**src/rtl/cabac_value_refill_pkg.sv**
```systemverilog
// -----------------------------------------------------------------------------
// cabac_value_refill_pkg
// Shared CABAC decoder definitions: register widths, the bitsNeeded reset and
// initialisation value, and the state encoding of the value/refill FSM.
// -----------------------------------------------------------------------------
package cabac_value_refill_pkg;

    localparam int CABAC_RANGE_W = 9;
    localparam int CABAC_VALUE_W = 16;
    localparam logic signed [3:0] CABAC_BN_INIT = -4'sd8;

    typedef enum logic [2:0] {
        IDLE    = 3'd0,
        INIT_HI = 3'd1,
        INIT_LO = 3'd2,
        READY   = 3'd3,
        REFILL  = 3'd4
    } cabac_state_t;

endpackage

```
**src/rtl/cabac_value_refill_byte_merge.sv**
```systemverilog
// -----------------------------------------------------------------------------
// cabac_byte_merge
// Combinational merge of one bitstream byte into the arithmetic-decoder value:
// o_value = i_value + (i_byte << i_shift), truncated to the value width.
//   i_value  [15:0]  value the byte is merged into
//   i_byte   [7:0]   bitstream byte
//   i_shift  [2:0]   left shift applied to the byte
//   o_value  [15:0]  merged value
// -----------------------------------------------------------------------------
module cabac_byte_merge
    import cabac_value_refill_pkg::*;
(
    input  logic [CABAC_VALUE_W-1:0] i_value,
    input  logic [7:0]               i_byte,
    input  logic [2:0]               i_shift,
    output logic [CABAC_VALUE_W-1:0] o_value
);

    logic [CABAC_VALUE_W-1:0] w_byte_ext;

    assign w_byte_ext = {{(CABAC_VALUE_W-8){1'b0}}, i_byte};
    assign o_value    = i_value + (w_byte_ext << i_shift);

endmodule

```
**src/rtl/cabac_value_refill.sv**
```systemverilog
// -----------------------------------------------------------------------------
// cabac_value_refill
// Register stage of the CABAC arithmetic decoder. Holds m_range, m_value and
// bitsNeeded, performs the two-byte initialisation from the bitstream and
// refills m_value with bitstream bytes after each regular bin.
//
// Ports:
//   clk, rst                 clock, synchronous active-high reset
//   start                    pulse: (re)start arithmetic-decoder initialisation
//   byte_valid/byte_data     bitstream byte stream in; byte_ready accepts it
//   dec_valid/dec_ready      bin result handshake from the regular-bin decoder
//   dec_num_bits/range/value renormalisation shift, new range, pre-shifted value
//   state_valid              m_range_out/m_value_out usable for the next bin
//   m_range_out, m_value_out registered range and value
//
// Optional build macro CABAC_REFILL_STATS_EN adds stat_bytes (consumed bytes)
// and stat_stall_cycles (cycles spent in REFILL), both saturating and cleared
// by rst and start.
// -----------------------------------------------------------------------------
module cabac_value_refill
    import cabac_value_refill_pkg::*;
#(
    parameter int INIT_RANGE = 510
) (
    input  logic                     clk,
    input  logic                     rst,
    input  logic                     start,
    input  logic                     byte_valid,
    input  logic [7:0]               byte_data,
    output logic                     byte_ready,
    input  logic                     dec_valid,
    output logic                     dec_ready,
    input  logic [2:0]               dec_num_bits,
    input  logic [CABAC_RANGE_W-1:0] dec_range,
    input  logic [CABAC_VALUE_W-1:0] dec_value,
`ifdef CABAC_REFILL_STATS_EN
    output logic [31:0]              stat_bytes,
    output logic [31:0]              stat_stall_cycles,
`endif
    output logic                     state_valid,
    output logic [CABAC_RANGE_W-1:0] m_range_out,
    output logic [CABAC_VALUE_W-1:0] m_value_out
);

    cabac_state_t             r_state;
    cabac_state_t             w_state_nxt;
    logic [CABAC_RANGE_W-1:0] r_range;
    logic [CABAC_VALUE_W-1:0] r_value;
    logic signed [3:0]        r_bits_needed;
    logic [CABAC_VALUE_W-1:0] r_refill_value;
    logic [2:0]               r_refill_bn;

    logic signed [4:0]        w_bn;
    logic                     w_bn_neg;
    logic                     w_dec_ready;
    logic                     w_byte_ready;
    logic                     w_dec_hs;
    logic                     w_byte_hs;
    logic                     w_in_refill;
    logic [CABAC_VALUE_W-1:0] w_merge_base;
    logic [2:0]               w_merge_shift;
    logic [CABAC_VALUE_W-1:0] w_merged;

    // bitsNeeded + shift, one bit wider so -8 + 6 never wraps.
    assign w_bn     = {r_bits_needed[3], r_bits_needed} + $signed({2'b00, dec_num_bits});
    assign w_bn_neg = w_bn[4];

    assign w_dec_hs  = dec_valid && w_dec_ready;
    assign w_byte_hs = byte_valid && w_byte_ready;

    // The single merge unit serves the same-cycle READY refill and the
    // deferred REFILL completion.
    assign w_in_refill   = (r_state == REFILL);
    assign w_merge_base  = w_in_refill ? r_refill_value : dec_value;
    assign w_merge_shift = w_in_refill ? r_refill_bn    : w_bn[2:0];

    cabac_byte_merge u_merge (
        .i_value (w_merge_base),
        .i_byte  (byte_data),
        .i_shift (w_merge_shift),
        .o_value (w_merged)
    );

    always_comb begin
        w_state_nxt  = r_state;
        w_dec_ready  = 1'b0;
        w_byte_ready = 1'b0;
        if (start) begin
            // Restart wins over everything else; no handshake is offered.
            w_state_nxt = INIT_HI;
        end else begin
            case (r_state)
                INIT_HI: begin
                    w_byte_ready = 1'b1;
                    if (byte_valid) w_state_nxt = INIT_LO;
                end
                INIT_LO: begin
                    w_byte_ready = 1'b1;
                    if (byte_valid) w_state_nxt = READY;
                end
                READY: begin
                    w_dec_ready = 1'b1;
                    if (dec_valid && !w_bn_neg) begin
                        if (byte_valid) w_byte_ready = 1'b1;
                        else            w_state_nxt  = REFILL;
                    end
                end
                REFILL: begin
                    w_byte_ready = 1'b1;
                    if (byte_valid) w_state_nxt = READY;
                end
                default: w_state_nxt = r_state;
            endcase
        end
    end

    always_ff @(posedge clk) begin
        if (rst) begin
            r_state       <= IDLE;
            r_range       <= '0;
            r_value       <= '0;
            r_bits_needed <= CABAC_BN_INIT;
        end else begin
            r_state <= w_state_nxt;
            if (!start) begin
                case (r_state)
                    INIT_HI: begin
                        if (w_byte_hs) r_value[15:8] <= byte_data;
                    end
                    INIT_LO: begin
                        if (w_byte_hs) begin
                            r_value[7:0]  <= byte_data;
                            r_range       <= CABAC_RANGE_W'(INIT_RANGE);
                            r_bits_needed <= CABAC_BN_INIT;
                        end
                    end
                    READY: begin
                        if (w_dec_hs) begin
                            r_range <= dec_range;
                            if (w_bn_neg) begin
                                r_value       <= dec_value;
                                r_bits_needed <= w_bn[3:0];
                            end else if (byte_valid) begin
                                r_value       <= w_merged;
                                // bn in 0..7, so bn-8 in 4-bit two's complement is {1, bn}.
                                r_bits_needed <= {1'b1, w_bn[2:0]};
                            end
                        end
                    end
                    REFILL: begin
                        if (w_byte_hs) begin
                            r_value       <= w_merged;
                            r_bits_needed <= {1'b1, r_refill_bn};
                        end
                    end
                    default: ;
                endcase
            end
        end
    end

    // Stall capture: holds the pre-shifted value and shift until a byte arrives.
    always_ff @(posedge clk) begin
        if (r_state == READY && w_dec_hs && !w_bn_neg && !byte_valid) begin
            r_refill_value <= dec_value;
            r_refill_bn    <= w_bn[2:0];
        end
    end

`ifdef CABAC_REFILL_STATS_EN
    logic [31:0] r_stat_bytes;
    logic [31:0] r_stat_stall;

    always_ff @(posedge clk) begin
        if (rst || start) begin
            r_stat_bytes <= '0;
            r_stat_stall <= '0;
        end else begin
            if (w_byte_hs && (r_stat_bytes != 32'hFFFF_FFFF))
                r_stat_bytes <= r_stat_bytes + 32'd1;
            if (w_in_refill && (r_stat_stall != 32'hFFFF_FFFF))
                r_stat_stall <= r_stat_stall + 32'd1;
        end
    end

    assign stat_bytes        = r_stat_bytes;
    assign stat_stall_cycles = r_stat_stall;
`endif

    assign byte_ready  = w_byte_ready;
    assign dec_ready   = w_dec_ready;
    assign state_valid = (r_state == READY);
    assign m_range_out = r_range;
    assign m_value_out = r_value;

endmodule
```
**config.mk**
```make
export PLATFORM = sky130hd
export DESIGN_NAME = cabac_value_refill
export DESIGN_NICKNAME = d
export VERILOG_FILES = /design/src/rtl/cabac_value_refill_pkg.sv /design/src/rtl/cabac_value_refill_byte_merge.sv /design/src/rtl/cabac_value_refill.sv
export SDC_FILE = /design/constraint.sdc
export NUM_CORES = 1
export LEC_CHECK = 0
export BUFFER_PORTS_ARGS = -buffer_cell sky130_fd_sc_hd__clkbuf_2
export CORE_MARGIN = 2
export CORE_UTILIZATION = 59
export DETAILED_ROUTE_END_ITERATION = 10
export GPL_TIMING_DRIVEN = 1
export PLACE_DENSITY = 0.84
export SYNTH_ARGS = -nofsm -noshare
export SYNTH_HDL_FRONTEND = slang
export SYNTH_SLANG_ARGS = --single-unit
```
**constraint.sdc**
```tcl
create_clock -name clk -period 5.8 [get_ports clk]
set_input_delay 0.58 -clock clk [delete_from_list [all_inputs] [get_ports clk]]
set_output_delay 0.58 -clock clk [all_outputs]
set_load 0.1 [all_outputs]
```
==> run metrics <==
DRC viols 0; first drt pass iteration count 6; TritonCTS buffer count 5; die footprint about 6500 um^2; WL/cell roughly 17 um; Yosys top cell area share approximately a fifth; arrival time worst endpoint 4850 ps; Slew @ Worst Pin roughly 930 ps; Worst Slack Setup Final 1190 ps; Pleak ~1.6 nW; Yosys top cell by area dfxtp_1; ranking of synthesized cells by area dfxtp_1 19%, edfxtp_1 17%, ha_1 6.5%; Initial Util a little over 60%; top cells by count, synth 52 x nor2_1, 33 x nand2_1, 32 x dfxtp_1, 19 x edfxtp_1, 18 x ha_1; via count roughly 3200; clk_skew 7.06 ps; synthesized area per cell slightly above 9 um^2; first-pass GRT wire length between 10000 and 15000 um; synthesized area 3440 um^2; Synth Warn # 0; grt total ovfl 0; CTS resizes 0; CP endpoint kind flip-flop; Die Ht ~80 um; hold buffers post-CTS 0; synthesized net count approximately 440; CTS root buffer clkbuf_8; dpl cell area 3820 um^2; fin crit period 4610 ps; hpwl dp around 6500 um; routed wire length between 8000 and 9000 um; Layout Cells excl Fill 513; final setup TNS 0 ps; CTS max path bufs 2; Power Dens Cells 215 nW/um^2; DRC marker count from the first detailed-route iteration between 200 and 300; relative slew slack between 30% and 40%; core box area approximately 5600 um^2; #FFs+latches synth between 50 and 60; Clk pin slew, worst setup/hold paths roughly 100 ps; Final ANT Viol Nets 0; row cnt 27; fmax 217 MHz; Synth async-reset ratio 0%; largest net degree at the start of global routing 34; layout cell share with drive strength beyond 1 24.0%; # port buffers 68; Synth cell types between 60 and 70; Startpoint Class flip-flop; Max VDD drop roughly 0.00012 V; Die W between 80 and 90 um; Util after Layout about 70%; Most used DFF post-synth dfxtp_1; Nets 501; post-synthesis sequential area ratio a little over a third; type of the worst min-delay path input port to flip-flop; hold slack 471 ps; CTS tree yes; Fillers between 400 and 500; GRT Util Overall between 20% and 30%; final setup violation count 0; post-CTS setup buffer count 0; final worst-path cycle share between 70% and 80%; RSZ-0062 raised after global routing no; Worst-Skew Late Latency a little over 300 ps; Routability Congestion 0.986; design area roughly 3900 um^2; # diodes 0; WP data required between 6000 and 7000 ps; vias in the first global route 2920; most common cell in the netlist nor2_1; # H-tree levels 2; clock sink count roughly 50; Ports just under 70; dpl ws approximately 1100 ps; Max Slew Vio Count 0; Crit Path Max Fanout 17; Hold Fails Final Rpt 0; Power Total approximately 0.84 mW; Post-synth EDFFs 19; Syn-to-layout area delta 13.7%; Max Cap Viol 0; crit path kind flip-flop to flip-flop; status complete, no violations; Inst Count DP slightly above 500; initial antenna violation count 0; drt via density around 6.2; Cells after Synth between 300 and 400
-- layout make-up --
class                   count  area [um^2]  share of cell area [%]
multi-input cells         295         2090                    53.6
clock inverters             3         18.8                   0.480
flip-flops and latches     51         1210                    31.0
inverters                  15         56.3                    1.44
clock buffers               5         68.8                    1.76
repair buffers             72          370                    9.47
well taps                  72         90.1                    2.30
-- cells by family after synthesis --
group / synth area share [%]
compound gates: 23.6
xor+xnor: 3.31
fa+ha+maj: 7.71
buf+inv: 3.89
flops: 35.2
mux: 9.06
simple gates: 17.2
-- worst paths after layout --
path | from | end | slack, ps | cells after the start
worst min-delay path | dec_value[12] | r_refill_value[12] | 470 | 1
worst max register to register | r_state[2] | m_value_out[14] | 1190 | 14
worst min register to register | m_range_out[2] | m_range_out[2] | 500 | 2
worst max-delay path | r_state[2] | m_value_out[14] | 1190 | 14
-- critical path, stage by stage (launching register included) --
cell       delay, ps
dfxtp_1          620
nor3b_4          620
buf_4            360
o21ai_2          250
a211oi_1         280
a21oi_1           90
nand2_1          120
o31ai_1           90
ha_1             400
a21o_1           220
a2111oi_0        460
o21bai_1         180
a221oi_1         320
mux2_2           370
a21oi_1          140
-- routing by layer --
layer / up-vias / part of all wire, % / GRT usage, %
met5: - / 0 / 0
met4: 0 / 1.7 / 10.7
met3: 15 / 6.5 / 4.94
met2: 127 / 48 / 45.3
met1: 1500 / 44 / 37.3
li1: 1540 / - / -
-- where the power goes --
part	total [mW]	leakage, nW	internal, mW	switching (mW)
sequential	0.381	0.430	0.376	0.00509
clock	0.213	0.0483	0.0854	0.128
combinational	0.246	1.15	0.0898	0.157
-- cell usage in the layout (no fill, tap or decap), types with 8 or more instances in the layout --
| cell type | Yosys | final |
|---|---|---|
| a21oi_1 | 15 | 15 |
| dfxtp_1 | 32 | 32 |
| ha_1 | 18 | 18 |
| clkbuf_2 | 0 | 68 |
| a21o_1 | 9 | 9 |
| a222oi_1 | 9 | 9 |
| nor3_1 | 11 | 11 |
| a211oi_1 | 16 | 16 |
| edfxtp_1 | 19 | 19 |
| mux2i_1 | 12 | 12 |
| o21ai_0 | 8 | 8 |
| inv_1 | 15 | 15 |
| nor2_1 | 52 | 52 |
| mux2_2 | 17 | 17 |
| nand2_1 | 33 | 33 |
-- registers in the layout (all words and copies together) (netlist names) --
signal and count:
m_range_out 9, r_refill_value 16, m_value_out 16, r_state 3, r_refill_bn 3, r_bits_needed 4
Power figures use the tool's default switching activity.
